File: src/rtl/i2c_master_byte.sv
// Byte-level I2C master: turns START/STOP/WRITE/READ commands into open-drain
// SCL/SDA levels, advancing one quarter-bit phase per divider tick.
module i2c_master_byte #(
    parameter int CMD_W = 2
) (
    input  logic             clk,
    input  logic             rst,
    input  logic             tick,
    input  logic             cmd_valid,
    output logic             cmd_ready,
    input  logic [CMD_W-1:0] cmd,
    input  logic [7:0]       wr_data,
    input  logic             ack_in,
    output logic [7:0]       rd_data,
    output logic             ack_out,
    output logic             done,
    output logic             busy,
    output logic             scl_o,
    output logic             sda_o,
    input  logic             sda_i
);

    localparam logic [CMD_W-1:0] CMD_START = CMD_W'(0);
    localparam logic [CMD_W-1:0] CMD_STOP  = CMD_W'(1);
    localparam logic [CMD_W-1:0] CMD_WRITE = CMD_W'(2);

    typedef enum logic [1:0] {S_IDLE, S_START, S_BIT, S_STOP} state_t;

    state_t      state;
    logic [1:0]  phase;
    logic [3:0]  bit_cnt;
    logic [7:0]  tx_sr;
    logic [7:0]  rx_sr;
    logic        is_read;
    logic        ack_bit;

    assign busy = ~cmd_ready;

    always_ff @(posedge clk or posedge rst) begin
        if (rst) begin
            state     <= S_IDLE;
            phase     <= 2'd0;
            bit_cnt   <= 4'd0;
            tx_sr     <= 8'd0;
            rx_sr     <= 8'd0;
            is_read   <= 1'b0;
            ack_bit   <= 1'b1;
            cmd_ready <= 1'b1;
            done      <= 1'b0;
            rd_data   <= 8'd0;
            ack_out   <= 1'b1;
            scl_o     <= 1'b1;
            sda_o     <= 1'b1;
        end else begin
            done <= 1'b0;
            case (state)
                S_IDLE: begin
                    // A tick on the accept edge is deliberately not consumed.
                    if (cmd_valid && cmd_ready) begin
                        cmd_ready <= 1'b0;
                        phase     <= 2'd0;
                        bit_cnt   <= 4'd0;
                        tx_sr     <= wr_data;
                        ack_bit   <= ack_in;
                        is_read   <= (cmd != CMD_WRITE);
                        if (cmd == CMD_START)     state <= S_START;
                        else if (cmd == CMD_STOP) state <= S_STOP;
                        else                      state <= S_BIT;
                    end
                end
                S_START: begin
                    if (tick) begin
                        phase <= phase + 2'd1;
                        case (phase)
                            2'd0: sda_o <= 1'b1;
                            2'd1: scl_o <= 1'b1;
                            2'd2: sda_o <= 1'b0;
                            default: begin
                                scl_o     <= 1'b0;
                                state     <= S_IDLE;
                                cmd_ready <= 1'b1;
                                done      <= 1'b1;
                            end
                        endcase
                    end
                end
                S_STOP: begin
                    if (tick) begin
                        phase <= phase + 2'd1;
                        case (phase)
                            2'd0: begin
                                scl_o <= 1'b0;
                                sda_o <= 1'b0;
                            end
                            2'd1: scl_o <= 1'b1;
                            2'd2: sda_o <= 1'b1;
                            default: begin
                                state     <= S_IDLE;
                                cmd_ready <= 1'b1;
                                done      <= 1'b1;
                            end
                        endcase
                    end
                end
                S_BIT: begin
                    if (tick) begin
                        phase <= phase + 2'd1;
                        case (phase)
                            2'd0: begin
                                scl_o <= 1'b0;
                                // Ninth bit is the ACK slot: released on WRITE, ack_in on READ.
                                if (bit_cnt == 4'd8) sda_o <= is_read ? ack_bit : 1'b1;
                                else                 sda_o <= is_read ? 1'b1 : tx_sr[7];
                            end
                            2'd1: scl_o <= 1'b1;
                            2'd2: begin
                                if (bit_cnt == 4'd8) begin
                                    if (!is_read) ack_out <= sda_i;
                                end else begin
                                    rx_sr <= {rx_sr[6:0], sda_i};
                                    tx_sr <= {tx_sr[6:0], 1'b0};
                                end
                            end
                            default: begin
                                scl_o <= 1'b0;
                                if (bit_cnt == 4'd8) begin
                                    bit_cnt   <= 4'd0;
                                    state     <= S_IDLE;
                                    cmd_ready <= 1'b1;
                                    done      <= 1'b1;
                                    if (is_read) rd_data <= rx_sr;
                                end else begin
                                    bit_cnt <= bit_cnt + 4'd1;
                                end
                            end
                        endcase
                    end
                end
                default: state <= S_IDLE;
            endcase
        end
    end

endmodule
File: config.mk
export PLATFORM = sky130hd
export DESIGN_NAME = i2c_master_byte
export DESIGN_NICKNAME = d
export VERILOG_FILES = /design/src/rtl/i2c_master_byte.sv
export SDC_FILE = /design/constraint.sdc
export NUM_CORES = 1
export LEC_CHECK = 0
export CORE_MARGIN = 8
export CORE_UTILIZATION = 40
export DETAILED_ROUTE_END_ITERATION = 10
export HOLD_SLACK_MARGIN = 0.03
export PLACE_DENSITY = 0.69
export SYNTH_ARGS = -nofsm -noshare
export SYNTH_HDL_FRONTEND = slang
export SYNTH_SLANG_ARGS = --single-unit
File: constraint.sdc
create_clock -name clk -period 2.2 [get_ports clk]
set_clock_uncertainty 0.2 [all_clocks]
set_input_delay 0.44 -clock clk [delete_from_list [all_inputs] [get_ports clk]]
set_output_delay 0.44 -clock clk [all_outputs]
set_load 0.03 [all_outputs]
==> Word-level counts from Yosys, hierarchy flattened <==
Index checks and enable logic that the tools add are counted.
{ "word_totals": {"ff_bits": 39, "inputBits": 16, "out_inout_bits": 14} }
{ "op_classes": {"add_sub_neg": 2, "eq_ne": 25, "n_mux": 52, "bitwise_logic": 4, "n_reduce_logical": 20} }
{ "ops": {"columns": ["op", "n"], "rows": [
  ["2-to-1 mux 8 bit", 4],
  ["inequality test 2 bit (second input constant)", 13],
  ["2-to-1 mux 1 bit", 22],
  ["2-to-1 mux 2 bit", 9],
  ["2-to-1 mux 4 bit", 4],
  ["one-hot mux 8 bit (2 select lines)", 1],
  ["AND reduction 5 bit", 3],
  ["AND reduction 7 bit", 2],
  ["one-hot mux 1 bit (2 select lines)", 6],
  ["inequality test 3 bit (second input constant)", 3],
  ["one-hot mux 1 bit (3 select lines)", 3],
  ["one-hot mux 4 bit (2 select lines)", 1],
  ["AND reduction 4 bit", 2],
  ["== test 2 x 1 -> 1 bit (second input constant)", 3],
  ["== test 2 bit (second input constant)", 3],
  ["logical NOT 2 bit", 3],
  ["one-hot mux 2 bit (3 select lines)", 1],
  ["AND reduction 6 bit", 1],
  ["OR reduction 3 bit", 2],
  ["adder 4 x 1 -> 4 bit (second input constant)", 1],
  ["== test 4 bit (second input constant)", 1],
  ["inequality test 2 x 1 -> 1 bit (second input constant)", 2],
  ["inverter 1 bit", 4],
  ["one-hot mux 2 bit (2 select lines)", 1],
  ["6 further kinds", 8]
]} }

==> Longest topological paths before layout <==
Gate-level depths: netlist of run 1.
{ "logic_depth": {"ltp_word": 5, "mapped_depth": 8} }

==> Worst setup path after synthesis of run 1 <==
No wires, ideal clock.
{ "synth_path": {"path_kind": "reg-to-reg", "startpoint": "register state[0]", "endpoint": "register tx_sr[1]", "setup_time_ns": 0.125, "arrival_ns": 1.752, "t_required_ns": 1.875, "setup_slack_ns": 0.123, "stages_incl_launch_ff": 7, "synth_period_minus_slack_ns": 2.077, "cell_sequence": "dfrtp_1 -> inv_1 -> ha_1 -> buf_2 -> buf_1 -> mux2_2 -> mux2_4"} }
{ "synth_via": {"elab_chain_cells": 3, "elab_cells_between_ends": 9} }
{ "synth_lines": {"columns": ["item", "line", "rtl"], "rows": [
  ["start: declaration", "29", "state_t state;"],
  ["start signal: assignment", "41", "state <= S_IDLE;"],
  ["start signal: assignment", "66", "if (cmd == CMD_START) state <= S_START;"],
  ["start signal: assignment", "67", "else if (cmd == CMD_STOP) state <= S_STOP;"],
  ["== test 2 bit / logical NOT 2 bit (equally long branches)", "56", "case (state)"],
  ["inequality test 2 bit (no source line) / nonzero test 2 bit (equally long branches)", null, null],
  ["AND reduction 5 bit (no source line)", null, null],
  ["end signal: assignment", "63", "tx_sr <= wr_data;"],
  ["end signal: assignment", "121", "tx_sr <= {tx_sr[6:0], 1'b0};"],
  ["end: declaration", "32", "logic [7:0] tx_sr;"]
]} }
Parallel ways exist; a longest one is shown, timed or not.
A chain may end at the register's enable or synchronous reset.

==> Final worst setup path of run 1 <==
{ "layout_path": {"startpoint": "register cmd_ready", "endpoint": "output busy"} }
{ "layout_via": {"elab_chain_cells": 1} }
{ "layout_lines": {"columns": ["item", "line", "rtl"], "rows": [
  ["start: declaration", "10", "output logic cmd_ready,"],
  ["start signal: assignment", "48", "cmd_ready <= 1'b1;"],
  ["start signal: assignment", "60", "cmd_ready <= 1'b0;"],
  ["start signal: assignment", "81", "cmd_ready <= 1'b1;"],
  ["inverter 1 bit", "37", "assign busy = ~cmd_ready;"],
  ["end: declaration", "17", "output logic busy,"]
]} }
No other way between the ends.

==> results of run 1 <==
routing by layer:
metal | up-vias | GRT usage [%] | wire length, um
met2 | 35 | 16.5 | 1770
met4 | 0 | 3.23 | 45
li1 | 705 | - | -
met5 | - | 0 | 0
met3 | 8 | 3.34 | 214
met1 | 703 | 14.8 | 1900
power groups by stage:
stage          logic [mW]  clock network [mW]  registers, mW
4_1_cts              1.59               0.621           1.08
5_1_grt              1.74               0.643           1.11
6_report             1.57               0.600           1.08
2_1_floorplan        1.11                   0           1.11
3_5_place_dp         1.58                   0           1.09
3_3_place_gp         1.55                   0           1.09
cell families (layout without fill, tap and decap cells):
| family | count (synthesis) | in the layout | synth area share, % |
|---|---|---|---|
| AO/OA/AOI/OAI | 27 | 27 | 9.25 |
| adder cells (fa/ha/maj) | 15 | 15 | 8.83 |
| multiplexers | 39 | 39 | 23.2 |
| flip-flops | 39 | 39 | 46.2 |
| AND/OR/NAND/NOR | 35 | 35 | 8.48 |
| buffers and inverters | 18 | 67 | 4.00 |
critical path, delay by kind of cell, from the launching register on:
kind | cells | cell delay [ns]
flops | 1 | 0.57
buf+inv | 2 | 0.65
synthesized netlist by cell type, types with 4 or more instances:
cell      n  share of area [%]
ha_1     15                8.8
mux2i_1   5                2.4
dfrtp_1  34                 40
mux2_2   18                9.5
o21ai_0   7                1.6
inv_1    13                2.3
a21oi_1   4               0.94
nand3_1   4               0.94
nor3_1    7                1.6
nand2_1  11                1.9
mux2_4   16                 11
dfstp_2   5                6.2
stage by stage:
step | hold slack, ns | setup WS [ns]
2_1_floorplan | 0.276 | 0.123
3_3_place_gp | 0.289 | -0.0658
3_5_place_dp | 0.291 | -0.111
4_1_cts | 0.314 | 0.00959
5_1_grt | 0.327 | 0.00754
6_report | 0.307 | 0.0579
area by class of cell:
cell class | count | share of cell area, %
Sequential cell | 39 | 35.9
Timing Repair Buffer | 46 | 16.3
Inverter | 13 | 1.78
Clock buffer | 5 | 2.51
Clock inverter | 3 | 1.60
Tap cell | 70 | 3.20
Multi-Input combinational cell | 116 | 38.7
how the worst min path moves through the flow:
| stage | depth (start not counted) | slack [ns] | end |
|---|---|---|---|
| 6_report | 3 | 0.31 | phase[0] |
| 5_1_grt | 1 | 0.33 | rd_data[5] |
| 4_1_cts | 1 | 0.31 | rd_data[2] |
| 3_5_place_dp | 1 | 0.29 | tx_sr[6] |
| 3_3_place_gp | 1 | 0.29 | rd_data[6] |
| 2_1_floorplan | 1 | 0.28 | rx_sr[7] |
state kept, by name (all words and copies together) (netlist names), 2 cells and up:
register  flops
bit_cnt       4
phase         2
tx_sr         8
rd_data       8
rx_sr         8
state         2
==> qor.txt, run 1 <==
Main synth FF type: dfrtp_1
Crit Path Max Fanout: 5
# setup viols final: 0
# resized after CTS: 0
Final Hold Fails: 0
Net switching fraction of the power: 34.9%
Clk sink count: 39
Fillers: 467
Placed Area: 0.00262 sq mm
Worst EP required: 1.56 ns
Multi-input combinational cell area: 0.00106 sq mm
Post-synth EDFFs: 0
Htree depth: 2
Clk slew on worst S/H paths: 0.08 ns
Final ANT Viol Nets: 0
Measured slew at the worst slew-check pin: 0.386 ns
Vias in the first global route: 1,450
Routed vias/inst: 4.97
Fmax: 467 MHz
Syn-to-layout area delta: 28.8%
CP arrival: 1.50 ns
Clk pwr share: 18.4%
Placed Instances: 284
Crit path time final: 2.14 ns
Most frequent cells in the layout: dfrtp_1 (34), clkdlybuf4s50_1 (28), mux2_2 (18)
RSZ-0062 raised after global routing: no
FF+latch area: 982 sq um
DR DRC count: 0
Status: complete, no violations
Antenna violations before repair: 0
DR iter-0 viols: 42
Die height: 88.9 um
Insertion delay to the later sink of the worst-skew pair: 0.29 ns
Critical Path Sink: busy
Yosys Warn Count: 0
Reg2Reg Setup Slack: 0.11 ns
Synth cell types: 39
Worst r2r path cells: 6
Seq/Total Area, Yosys: 46.2%
CP endpoint kind: output pin
GRT overflow: 0
Hold Crit Class: input port to async pin
Die width: 88.9 um
Commonest non-fill, non-tap cell in the layout: dfrtp_1
Post-CTS Setup Bufs: 0
Worst r2r dst: tx_sr[0]
# nets final: 252
Max stage delay on crit path: 0.59 ns
Row count: 26
Mapped cell area: 0.00212 sq mm
PD cells: 1190 mW/mm^2
Synth Area per Inst: 12.3 sq um
Slowest-stage cell, CP: clkdlybuf4s50_1
Leakage dissipation: 1.29 nW
Clock Tree Root: clkbuf_8
Comb pwr share: 48.4%
Max Transition Viols Final: 0
Sequential share of power: 33.2%
Seq cells post-synth: 39
Tot GR Track Use: 11.0%
Die ar.: 0.00790 sq mm
Detailed-route via count: 1,451
Initial core utilization: 41.6%
GPL Wtd Cong: 0.837
Maximum clock path buffer count: 2
Ports: 30
First-pass GRT wire length: 6.80 mm
CP cell instances: inv_1, clkdlybuf4s50_1
Clock tree from TritonCTS: yes
Ratio of cells with drive above 1 in the final layout: 31.1%
Slew HR: 74.2%
Fin area: 0.00274 sq mm
Sum Neg Setup Slack: 0 ns
Drt pass-1 iters: 4
Async set-reset flop share out of synthesis: 100%
Crit. Startpoint: cmd_ready
Crit share post-route: 97.4%
Port Buf Inserts: 29
VDD IR-drop max: 0.567 mV
CTS buffer count: 5
Reg-to-reg startpoint: state[0]
Switching power: 1.14 mW
Antenna cell count: 0
Synth Instances: 173
Total wire length: 3.92 mm
Fin cells: 292
Cell Int Power: 2.12 mW
Post-CTS Hold Buffers: 0
Largest net degree at the start of global routing: 40
Half-perimeter wire length after placement: 2.99 mm
Startpoint types: flop
Total chip power: 3.25 mW
Post-synthesis net count: 204
WS Path Type: flop to output pin
Area of the core: 0.00511 sq mm
Post-layout util: 53.6%
Routed len/inst: 13.4 um
# Max-Cap Violations: 0
(Power assumes the default switching activity.)
==> inputs of run 2 (changes only) <==
--- a/config.mk
+++ b/config.mk
@@ -5,6 +5,7 @@
 export SDC_FILE = /design/constraint.sdc
 export NUM_CORES = 1
 export LEC_CHECK = 0
+export CAP_MARGIN = 20
 export CORE_MARGIN = 8
 export CORE_UTILIZATION = 40
 export DETAILED_ROUTE_END_ITERATION = 10
==> results of run 2 <==
Same layout as run 1: the final DEF is identical, and so are final timing and power.
